===== src/rtl/regfile_sb.sv =====
// Purpose: 32 x 64-bit integer register file with a busy-bit scoreboard for decode RAW stalls.
// Latency: reads and busy lookups are combinational with write-through bypass; writes and scoreboard updates land on the next edge.
// Backpressure: none; decode consumes the busy outputs and stalls on its own.
module regfile_sb #(
    parameter int XLEN = 64,
    parameter int NREG = 32,
    parameter int AW   = 5
) (
    input  logic            clk,
    input  logic            rst,
    input  logic [AW-1:0]   reg_waddr_i,
    input  logic [XLEN-1:0] reg_wdata_i,
    input  logic            reg_wen_i,
    input  logic [AW-1:0]   reg1_raddr_i,
    input  logic [AW-1:0]   reg2_raddr_i,
    output logic [XLEN-1:0] reg1_rdata_o,
    output logic [XLEN-1:0] reg2_rdata_o,
    input  logic            sb_set_i,
    input  logic [AW-1:0]   sb_set_addr_i,
    input  logic            flush_i,
    output logic            reg1_busy_o,
    output logic            reg2_busy_o,
    output logic [AW:0]     sb_cnt_o
);

    logic [XLEN-1:0] regs_q [NREG];
    logic [NREG-1:0] busy_q;
    logic [NREG-1:0] busy_d;
    logic [AW:0]     sb_cnt_q;
    logic [AW:0]     sb_cnt_d;

    // A writeback that targets x0 is architecturally a no-op.
    logic wr_hit_any;
    assign wr_hit_any = reg_wen_i && (reg_waddr_i != '0);

    // Register array: synchronous clear, single write port, x0 never written.
    always_ff @(posedge clk) begin
        if (rst) begin
            for (int i = 0; i < NREG; i++) begin
                regs_q[i] <= '0;
            end
        end else if (wr_hit_any) begin
            regs_q[reg_waddr_i] <= reg_wdata_i;
        end
    end

    // Scoreboard next state: flush beats issue, issue beats retire, x0 stays clear.
    always_comb begin
        busy_d = busy_q;
        for (int i = 1; i < NREG; i++) begin
            if (flush_i) begin
                busy_d[i] = 1'b0;
            end else if (sb_set_i && (sb_set_addr_i == AW'(i))) begin
                busy_d[i] = 1'b1;
            end else if (reg_wen_i && (reg_waddr_i == AW'(i))) begin
                busy_d[i] = 1'b0;
            end
        end
        busy_d[0] = 1'b0;
    end

    // Popcount of the next busy vector so the count tracks busy on the same edge.
    always_comb begin
        sb_cnt_d = '0;
        for (int i = 0; i < NREG; i++) begin
            sb_cnt_d = sb_cnt_d + (AW+1)'(busy_d[i]);
        end
    end

    // Scoreboard state and its population count.
    always_ff @(posedge clk) begin
        if (rst) begin
            busy_q   <= '0;
            sb_cnt_q <= '0;
        end else begin
            busy_q   <= busy_d;
            sb_cnt_q <= sb_cnt_d;
        end
    end

    // Read ports: x0 is hardwired zero, a same-cycle writeback is forwarded.
    always_comb begin
        reg1_rdata_o = regs_q[reg1_raddr_i];
        if (reg1_raddr_i == '0) begin
            reg1_rdata_o = '0;
        end else if (reg_wen_i && (reg_waddr_i == reg1_raddr_i)) begin
            reg1_rdata_o = reg_wdata_i;
        end
        reg2_rdata_o = regs_q[reg2_raddr_i];
        if (reg2_raddr_i == '0) begin
            reg2_rdata_o = '0;
        end else if (reg_wen_i && (reg_waddr_i == reg2_raddr_i)) begin
            reg2_rdata_o = reg_wdata_i;
        end
    end

    // Busy lookups: a retiring producer is already being bypassed, so it does not stall.
    always_comb begin
        reg1_busy_o = busy_q[reg1_raddr_i]
                      && !(reg_wen_i && (reg_waddr_i == reg1_raddr_i))
                      && (reg1_raddr_i != '0);
        reg2_busy_o = busy_q[reg2_raddr_i]
                      && !(reg_wen_i && (reg_waddr_i == reg2_raddr_i))
                      && (reg2_raddr_i != '0);
    end

    assign sb_cnt_o = sb_cnt_q;

endmodule


===== config.mk =====
export PLATFORM = sky130hd
export DESIGN_NAME = regfile_sb
export DESIGN_NICKNAME = d
export VERILOG_FILES = /design/src/rtl/regfile_sb.sv
export SDC_FILE = /design/constraint.sdc
export NUM_CORES = 2
export LEC_CHECK = 0
export CAP_MARGIN = 10
export CORE_MARGIN = 2
export CORE_UTILIZATION = 35
export CTS_CLUSTER_DIAMETER = 30
export DETAILED_ROUTE_END_ITERATION = 10
export HOLD_SLACK_MARGIN = 0.06
export SLEW_MARGIN = 20
export SYNTH_ARGS = -nofsm -noshare
export SYNTH_HDL_FRONTEND = slang
export SYNTH_SLANG_ARGS = --single-unit

===== constraint.sdc =====
create_clock -name clk -period 9.2 [get_ports clk]
set_input_delay 1.84 -clock clk [delete_from_list [all_inputs] [get_ports clk]]
set_output_delay 1.84 -clock clk [all_outputs]
set_load 0.02 [all_outputs]

==> out/metrics.csv <==
metric,value,unit
die_h,569,um
vias,77500,
yosysWarnings,0,
detail-route-antenna-nets,0,
design_area,135000,um2
ys_ff_latch,2085,
peakVddDrop,184,uV
fin_crit_sh,83.0,%
ys.flop_type,edfxtp_1,
report.final.slew_viol_count,0,
placed_area,119000,um2
crit_required,7.36,ns
p_leak,47.2,nW
worst_slew_pin_slew,1.33,ns
cts_tree,yes,
numCtsBuffers,479,
finalSetupTns,0,ns
cts_setup_buffers,0,
hold_viol,0,
overflow,0,
synth.avg_cell_area,14.6,um2
setup_slack,1.57,ns
final_core_util,42.6,%
die_w,569,um
grt_max_degree,142,
place_ws,0.917,ns
first_pass_iters,8,
clkLatencyLatePin,0.99,ns
cp_slowest_stage_delay,0.76,ns
place_congestion,0.874,
max_freq,131,MHz
layout_common_cells,"2048 x edfxtp_1, 1958 x and2_1, 937 x mux4_2, 485 x clkbuf_16, 316 x nand2_1",
nNetsFinal,7971,
cp_num_buf_inv,3,
synth-xor-area-share,0.102,%
totalWireLength,439000,um
ios,225,
grt_usage,26.6,%
routed-wl-met2,202000,um
area_growth,21.3,%
cpMostUsedCell,buf_4,
synth-adder-area-share,0.491,%
std_cell_rows,207,
critPathKind,in -> out,
muxShareOfSynthArea,21.2,%
clk_pin_slew_worst_paths,0.04,ns
synthesis.area,112000,um2
cp_slowest_cell,buf_4,
grt_first_pass_wirelength,608000,um
r2r_setup_slack,3.90,ns
fillers,28000,
cp.arrival,5.79,ns
drv_cap,0,
cp-start-kind,input pin,
outcome,finished clean,
root_buffer,clkbuf_16,
synth_edf_count,2048,
antenna_found_initial,42,
synth.distinct_cells,66,
cts_buffer_depth,4,
hold_path_class,reg -> reg,
min_period,7.63,ns
synth_compound_area_share,5.09,%
async_flop_share,0,%
power,32.1,mW
wl_per_cell,35.2,um
post_cts_resized,0,
die-area,324000,um2
layoutNonFillerInstCount,12500,
wl_met3,53200,um
port-buffer-count,224,
h-tree-depth,5,
skew,0.00468,ns
synthSimpleGateAreaFrac,14.0,%
crit_path_cell_trace,buf_4 -> xor2_1 -> nor4_1 -> nand3_1 -> nor2_4 -> buf_4 -> a22o_1 -> clkdlybuf4s50_1,
power_density,237,nW/um2
cts_hold_buf,0,
slew_headroom,11.6,%
critPathTopFamily,buffers and inverters,
grt_pass1_vias,78400,
syn_inst,7649,
place_hpwl,241000,um
final_common_cell,edfxtp_1,
highest_layer,met5,
setup_viol,0,
dpl.cell_count,11500,
initial_core_util,35.1,%
yosysSeqAreaShare,55.7,%
endpoint_kind,output port,
initialDrtViolationCount,12000,
met1Wirelength,156000,um
drc,0,
drive_above_1_share,25.0,%
worst-path-max-fanout,36,
holdWs,0.627,ns
cts.sinks,2085,
viasPerCell,6.21,
synth_top_family_by_area,multiplexers,
core_area,318000,um2
rsz0062_at_grt,false,
final timing paths:
check	start	to	cells past startpoint
min	busy_q[22]	busy_q[22]	3
max reg2reg	busy_q[10]	sb_cnt_o[4]	16
min reg2reg	busy_q[22]	busy_q[22]	3
max	reg1_raddr_i[2]	reg1_rdata_o[51]	8
state kept, by name, indices dropped and copies added, names as in the netlist:
| signal | flops |
|---|---|
| busy_q | 31 |
| regs_q | 2048 |
| sb_cnt_o | 6 |
power breakdown:
group	internal, mW	switching (mW)
Clock	12.1	5.68
Sequential	11.0	0.259
Combinational	1.23	1.86
Total	24.3	7.80
Yosys cell counts, drive strengths merged (64+ instances only):
master  instances  share of area [%]
mux4          943                 19
o22ai         116               0.65
mux2i         235                2.1
a22o           72               0.56
o21ai          82               0.37
and2         1960                 11
clkbuf        554                1.9
edfxtp       2048                 55
nand3         118               0.53
a311oi         64               0.50
nand2         317                1.1
a22oi         183                1.2
nor2          178               0.60
buf           273                1.5
logic make-up after synthesis:
| kind of cell | after synthesis |
|---|---|
| AO/OA/AOI/OAI | 762 |
| XOR/XNOR | 13 |
| adder cells (fa/ha/maj) | 30 |
| buffers and inverters | 855 |
| flip-flops | 2085 |
| multiplexers | 1180 |
| other | 1 |
| AND/OR/NAND/NOR | 2723 |
per-layer routing:
metal	global-route usage, %	vias up
met4	15.2	14
met2	42.0	5973
met3	6.75	1339
met1	33.1	40200
li1	-	30000
met5	0	-
tightest hold or removal path, stage by stage, from the launching register on:
cell	delay, ns
dfxtp_1	0.31
o21ai_0	0.07
a21o_1	0.15
nor2_1	0.05
final cells by class:
cell class | instances | area (um2) | area share (%)
flip-flops and latches | 2085 | 62200 | 45.9
multi-input cells | 4772 | 46300 | 34.2
diodes | 24 | 60.1 | 0.0443
well taps | 4180 | 5230 | 3.86
repair buffers | 486 | 4640 | 3.42
inverters | 28 | 115 | 0.0850
clock inverters | 350 | 4470 | 3.30
clock buffers | 551 | 12400 | 9.16
No activity file was read; power rests on OpenSTA's default activity.
